## config.mk

```make
export PLATFORM = sky130hd
export DESIGN_NAME = axi_rd_arbiter
export DESIGN_NICKNAME = d
export VERILOG_FILES = /design/src/rtl/axi_arb_pkg.sv /design/src/rtl/arb_rr2.sv /design/src/rtl/axi_rd_arbiter.sv
export SDC_FILE = /design/constraint.sdc
export NUM_CORES = 1
export LEC_CHECK = 0
export CAP_MARGIN = 20
export CORE_AREA = 5 5 152 154
export DETAILED_ROUTE_END_ITERATION = 8
export DIE_AREA = 0 0 157 159
export SETUP_SLACK_MARGIN = 0.02
export SLEW_MARGIN = 40
export SYNTH_ARGS = -nofsm -noshare
export SYNTH_HDL_FRONTEND = slang
export SYNTH_SLANG_ARGS = --single-unit
```

## constraint.sdc

```tcl
create_clock -name clk -period 1.23 [get_ports clk]
set_input_delay 0.123 -clock clk [delete_from_list [all_inputs] [get_ports clk]]
set_output_delay 0.123 -clock clk [all_outputs]
set_load 0.05 [all_outputs]
```

## src/rtl/axi_arb_pkg.sv

```systemverilog
// ----------------------------------------------------------------------------
// axi_arb_pkg
//   Shared types and constants for the AXI read-channel arbiter.
//   arb_state_e : FSM encoding (IDLE -> address phase -> data phase)
//   OWN_IFU     : one-hot owner code for the instruction fetch unit
//   OWN_LSU     : one-hot owner code for the load/store unit
// ----------------------------------------------------------------------------
package axi_arb_pkg;

   typedef enum logic [1:0] {
      ARB_IDLE = 2'd0,
      ARB_AR   = 2'd1,
      ARB_R    = 2'd2
   } arb_state_e;

   localparam logic [1:0] OWN_IFU = 2'b01;
   localparam logic [1:0] OWN_LSU = 2'b10;

endpackage

```

## src/rtl/arb_rr2.sv

```systemverilog
// ----------------------------------------------------------------------------
// arb_rr2
//   Combinational 2-way round-robin picker.
//   req[1:0]   in  : request vector, [0]=IFU, [1]=LSU
//   last_grant in  : previous winner, 0=IFU, 1=LSU
//   gnt[1:0]   out : one-hot grant (OWN_IFU / OWN_LSU), 0 if no request
//   any        out : at least one request is pending
// ----------------------------------------------------------------------------
module arb_rr2
   import axi_arb_pkg::*;
(
   input  logic [1:0] req,
   input  logic       last_grant,
   output logic [1:0] gnt,
   output logic       any
);

   always_comb begin
      gnt = 2'b00;
      case (req)
         2'b01:   gnt = OWN_IFU;
         2'b10:   gnt = OWN_LSU;
         // On contention the master that did not win last time goes first.
         2'b11:   gnt = last_grant ? OWN_IFU : OWN_LSU;
         default: gnt = 2'b00;
      endcase
   end

   assign any = |req;

endmodule

```

## src/rtl/axi_rd_arbiter.sv

```systemverilog
// ----------------------------------------------------------------------------
// axi_rd_arbiter
//   Shares one AXI read channel (AR/R) between the IFU and the LSU.
//   One outstanding single-beat read at a time, round-robin on contention.
//   clk, rst_n           : clock, async active-low reset
//   ifu_AR_* / ifu_R_*   : IFU read master port
//   lsu_AR_* / lsu_R_*   : LSU read master port
//   mem_AR_* / mem_R_*   : memory-side read port
//   arb_busy             : a transaction is in progress (state != IDLE)
//   arb_owner            : one-hot owner, [0]=IFU, [1]=LSU, 0 when idle
// ----------------------------------------------------------------------------
module axi_rd_arbiter
   import axi_arb_pkg::*;
#(
   parameter int ADDR_W = 64,
   parameter int DATA_W = 64
) (
   input  logic              clk,
   input  logic              rst_n,
   input  logic [ADDR_W-1:0] ifu_AR_ADDR,
   input  logic              ifu_AR_VALID,
   output logic              ifu_AR_READY,
   output logic [DATA_W-1:0] ifu_R_DATA,
   output logic              ifu_R_VALID,
   input  logic              ifu_R_READY,
   input  logic [ADDR_W-1:0] lsu_AR_ADDR,
   input  logic              lsu_AR_VALID,
   output logic              lsu_AR_READY,
   output logic [DATA_W-1:0] lsu_R_DATA,
   output logic              lsu_R_VALID,
   input  logic              lsu_R_READY,
   output logic [ADDR_W-1:0] mem_AR_ADDR,
   output logic              mem_AR_VALID,
   input  logic              mem_AR_READY,
   input  logic [DATA_W-1:0] mem_R_DATA,
   input  logic              mem_R_VALID,
   output logic              mem_R_READY,
   output logic              arb_busy,
   output logic [1:0]        arb_owner
);

   arb_state_e r_state, w_state_nxt;
   logic [1:0] r_owner, w_owner_nxt;
   logic       r_last_grant, w_last_nxt;

   logic [1:0] w_gnt;
   logic       w_any;
   logic       w_own_ifu, w_own_lsu;
   logic       w_ar_hs, w_r_hs;

   arb_rr2 u_rr (
      .req        ({lsu_AR_VALID, ifu_AR_VALID}),
      .last_grant (r_last_grant),
      .gnt        (w_gnt),
      .any        (w_any)
   );

   assign w_own_ifu = r_owner[0];
   assign w_own_lsu = r_owner[1];

   // Both handshakes are already qualified by state through the output mux.
   assign w_ar_hs = mem_AR_VALID & mem_AR_READY;
   assign w_r_hs  = mem_R_VALID  & mem_R_READY;

   always_ff @(posedge clk or negedge rst_n) begin
      if (!rst_n) begin
         r_state      <= ARB_IDLE;
         r_owner      <= 2'b00;
         r_last_grant <= 1'b0;
      end else begin
         r_state      <= w_state_nxt;
         r_owner      <= w_owner_nxt;
         r_last_grant <= w_last_nxt;
      end
   end

   always_comb begin
      w_state_nxt = r_state;
      w_owner_nxt = r_owner;
      w_last_nxt  = r_last_grant;
      case (r_state)
         ARB_IDLE: begin
            if (w_any) begin
               w_state_nxt = ARB_AR;
               w_owner_nxt = w_gnt;
               w_last_nxt  = w_gnt[1];
            end
         end
         // A dropped AR_VALID here is a protocol error; we simply wait.
         ARB_AR: begin
            if (w_ar_hs) w_state_nxt = ARB_R;
         end
         ARB_R: begin
            if (w_r_hs) begin
               w_state_nxt = ARB_IDLE;
               w_owner_nxt = 2'b00;
            end
         end
         default: begin
            w_state_nxt = ARB_IDLE;
            w_owner_nxt = 2'b00;
         end
      endcase
   end

   // Channel muxing. Everything is zero in IDLE, so there is no
   // combinational path from a master's AR_VALID to its AR_READY there.
   always_comb begin
      mem_AR_ADDR  = '0;
      mem_AR_VALID = 1'b0;
      ifu_AR_READY = 1'b0;
      lsu_AR_READY = 1'b0;
      ifu_R_DATA   = '0;
      ifu_R_VALID  = 1'b0;
      lsu_R_DATA   = '0;
      lsu_R_VALID  = 1'b0;
      mem_R_READY  = 1'b0;
      case (r_state)
         ARB_AR: begin
            if (w_own_ifu) begin
               mem_AR_ADDR  = ifu_AR_ADDR;
               mem_AR_VALID = ifu_AR_VALID;
               ifu_AR_READY = mem_AR_READY;
            end else if (w_own_lsu) begin
               mem_AR_ADDR  = lsu_AR_ADDR;
               mem_AR_VALID = lsu_AR_VALID;
               lsu_AR_READY = mem_AR_READY;
            end
         end
         ARB_R: begin
            if (w_own_ifu) begin
               ifu_R_DATA  = mem_R_DATA;
               ifu_R_VALID = mem_R_VALID;
               mem_R_READY = ifu_R_READY;
            end else if (w_own_lsu) begin
               lsu_R_DATA  = mem_R_DATA;
               lsu_R_VALID = mem_R_VALID;
               mem_R_READY = lsu_R_READY;
            end
         end
         default: ;
      endcase
   end

   assign arb_busy  = (r_state != ARB_IDLE);
   assign arb_owner = r_owner;

   // Protocol monitors (simulation only; ignored by synthesis).
   always @(posedge clk) begin
      if (rst_n) begin
         if (r_state == ARB_AR)
            assert (mem_AR_VALID)
               else $error("axi_rd_arbiter: owner dropped AR_VALID before address handshake");
         if (r_state != ARB_R)
            assert (!mem_R_VALID)
               else $error("axi_rd_arbiter: mem_R_VALID asserted outside data phase");
      end
   end

endmodule

```

==> flow_summary.json <==
{
  "outcome": "complete, but fails checks",
  "violations": "negative setup slack",
  "crit_path_end_kind": "primary output",
  "max_slew_margin_pct": 70.8,
  "grt_max_degree": 36,
  "route.detailed.wl_per_inst_um": 19.8,
  "crit_path_max_incr_delay_ps": 490,
  "period_minus_slack_ps": 1730,
  "drt_iter0_drc": 183,
  "p_leak_nw": 4.16,
  "worst_pin_slew_ps": 438,
  "antenna_found_initial": 2,
  "setup_viol": 204,
  "crit_arrival_ps": 1610,
  "r2r_start": "arb_owner[0]",
  "synth-simple-area-share_pct": 55.4,
  "die_w_um": 157,
  "dp.cells": 1030,
  "fmax_mhz": 577,
  "synth_top_family_by_area": "simple AND/OR/NAND/NOR gates",
  "cts.htree.levels": 1,
  "cts_buffers": 3,
  "routed_via_density": 4.25,
  "p_per_area_mw_per_mm2": 1850,
  "synth.distinct_cells": 24,
  "grt_pass1_vias": 4585,
  "yosys-top-cells-area": "and3_1, a22oi_1, nor2_1",
  "grt_pass1_wl_um": 27100,
  "hold_violations": 0,
  "vdd.ir_drop.worst_mv": 1.51,
  "drv_slew": 0,
  "synth_seq_cells": 5,
  "std_cell_rows": 54,
  "fin_crit_sh_pct": 141,
  "netlist_instances": 352,
  "path_class": "flip-flop to primary output",
  "slowest_stage": "dfrtp_4",
  "clock_path_buffers": 2,
  "seq_area_frac_synth_pct": 5.91,
  "detailed_place_hpwl_um": 16300,
  "path_clk_slew_ps": 30,
  "r2r-end": "r_state[1]",
  "fin_skew_ps": 0.676,
  "critPathMaxFanout": 6,
  "final_cells": 1071,
  "grt_usage_pct": 13.7,
  "synth_top_area_share_pct": 38.4,
  "min-delay-path-class": "input port to async pin",
  "final_layout_size_suffix_gt1_share_pct": 69.8,
  "max_cap_violations": 0,
  "startpoint_type": "flip-flop",
  "core-area_mm2": 0.0216,
  "cts_tree": "done",
  "ant_nets": 0,
  "synth_compound_area_share_pct": 26.7,
  "start_util_pct": 9.82,
  "root_buffer": "clkbuf_16",
  "routed_wl_um": 21200,
  "layout_common_cells": "buf_12, clkdlybuf4s50_1, and3_4, nor2_4, a22oi_2",
  "synth_nets": 552,
  "nFillCells": 1835,
  "die_h_um": 159,
  "synth_mux_area_share_pct": 0,
  "areaGrowthSynthToFinish_pct": 423,
  "via_count": 4551,
  "syn_area_mm2": 0.00212,
  "cts_sinks": 5,
  "final_common_cell": "buf_12",
  "first_pass_iters": 4,
  "synthXorXnorAreaFrac_pct": 0,
  "ff2ff_path_depth": 6,
  "port_buffers": 400,
  "avgSynthCellArea_um2": 6.01,
  "yosys_warnings": 0,
  "ios": 401,
  "dieArea_mm2": 0.0250,
  "totalPowerFinal_w": 0.0205,
  "fin_nets": 990,
  "synth_fa_ha_area_share_pct": 0,
  "drc": 0,
  "rsz0062_at_grt": "yes",
  "overflow": 0,
  "fin_ws_ps": -504,
  "cp.required_ps": 1110,
  "synth_top_area_cell": "and3_1",
  "path_cells": "nor2b_4, buf_6, clkbuf_16, a22oi_2, nor2_4, buf_12",
  "gp_congestion": 0.832,
  "worst-r2r-setup-slack_ps": -280,
  "clock_latency_ps": 220
}
==> cell type report <==
cell class / instances / area, um^2 / share of cell area [%]
Inverter: 3 / 11.3 / 0.102
Clock buffer: 4 / 78.8 / 0.713
Antenna cell: 2 / 5.00 / 0.0452
Timing Repair Buffer: 484 / 7360 / 66.5
Sequential cell: 5 / 131 / 1.19
Multi-Input combinational cell: 293 / 3120 / 28.2
Tap cell: 280 / 350 / 3.17
==> cell usage after synthesis <==
cell / count
a21oi_1: 3
a22oi_1: 65
a31oi_1: 2
a32oi_1: 1
and2_0: 1
and3_1: 130
buf_2: 21
buf_4: 1
buf_6: 2
clkbuf_1: 22
clkbuf_2: 5
dfrtp_1: 5
inv_1: 3
nand2_1: 7
nand2b_1: 3
nand3_1: 1
nor2_1: 70
nor2b_1: 1
nor2b_4: 2
nor3_1: 1
o21a_1: 2
o21ai_0: 1
o22ai_1: 2
o32ai_1: 1
==> sequential cells by signal, indices dropped and copies added (netlist names) <==
register / cells
r_last_grant: 1
r_state: 2
arb_owner: 2
==> how the worst max path moves through the flow <==
stage	startpoint	slack, ps	depth (start not counted)	end
final	arb_owner[0]	-500	6	mem_AR_ADDR[29]
after global routing	arb_owner[0]	-560	6	mem_AR_ADDR[63]
after CTS	arb_owner[0]	-500	5	mem_AR_ADDR[49]
after detailed placement	arb_owner[0]	-260	5	lsu_R_DATA[22]
after global placement	arb_owner[0]	-250	5	mem_AR_ADDR[56]
after floorplan	arb_owner[0]	-360	6	mem_AR_ADDR[11]
==> what timing repair did <==
action	4_1_cts	5_1_grt
endpoints found under the setup margin	204	204
buffers inserted	4	7
pin swaps	22	29
cloned	2	22
gates resized for setup	31	61
hold buffers	0	0
==> metal layers <==
metal	routed length, um	vias to the layer above	share of wire [%]	global-route usage (%)
met4	444	0	2.1	3.83
li1	-	2186	-	-
met3	1780	22	8.4	3.91
met2	11100	246	52	26.0
met1	7900	2097	37	14.6
met5	0	-	0	0
==> critical path, delay by kind of cell, from the launching register on <==
kind	cells	cell delay [ps]
simple gates	2	330
compound gates	1	70
buf+inv	3	480
flops	1	490
==> power breakdown <==
| part | total [W] | internal, W | switching (W) |
|---|---|---|---|
| registers | 0.000339 | 0.000257 | 0.0000820 |
| logic | 0.0196 | 0.00922 | 0.0104 |
| clock network | 0.000528 | 0.000429 | 0.0000995 |
==> cell families (layout without fill, tap and decap cells) <==
group,after synthesis,in the layout
AND/OR/NAND/NOR,216,216
AO/OA/AOI/OAI,77,77
buffers and inverters,54,491
flip-flops,5,5
other,0,2
==> through the flow <==
stage / setup WS (ps) / hold WS [ps] / cell area, um^2 / util [%] / setup TNS, ps
final: -504 / 130 / 11100 / 51.3 / -92430
after global routing: -559 / 155 / 11100 / 51.3 / -102960
after CTS: -496 / 126 / 10200 / 47.5 / -87470
after detailed placement: -263 / 362 / 9940 / 46.1 / -42950
after global placement: -255 / 360 / 9940 / 46.1 / -42610
after floorplan: -362 / -173 / 3310 / - / -57960
Power figures use the tool's default switching activity.
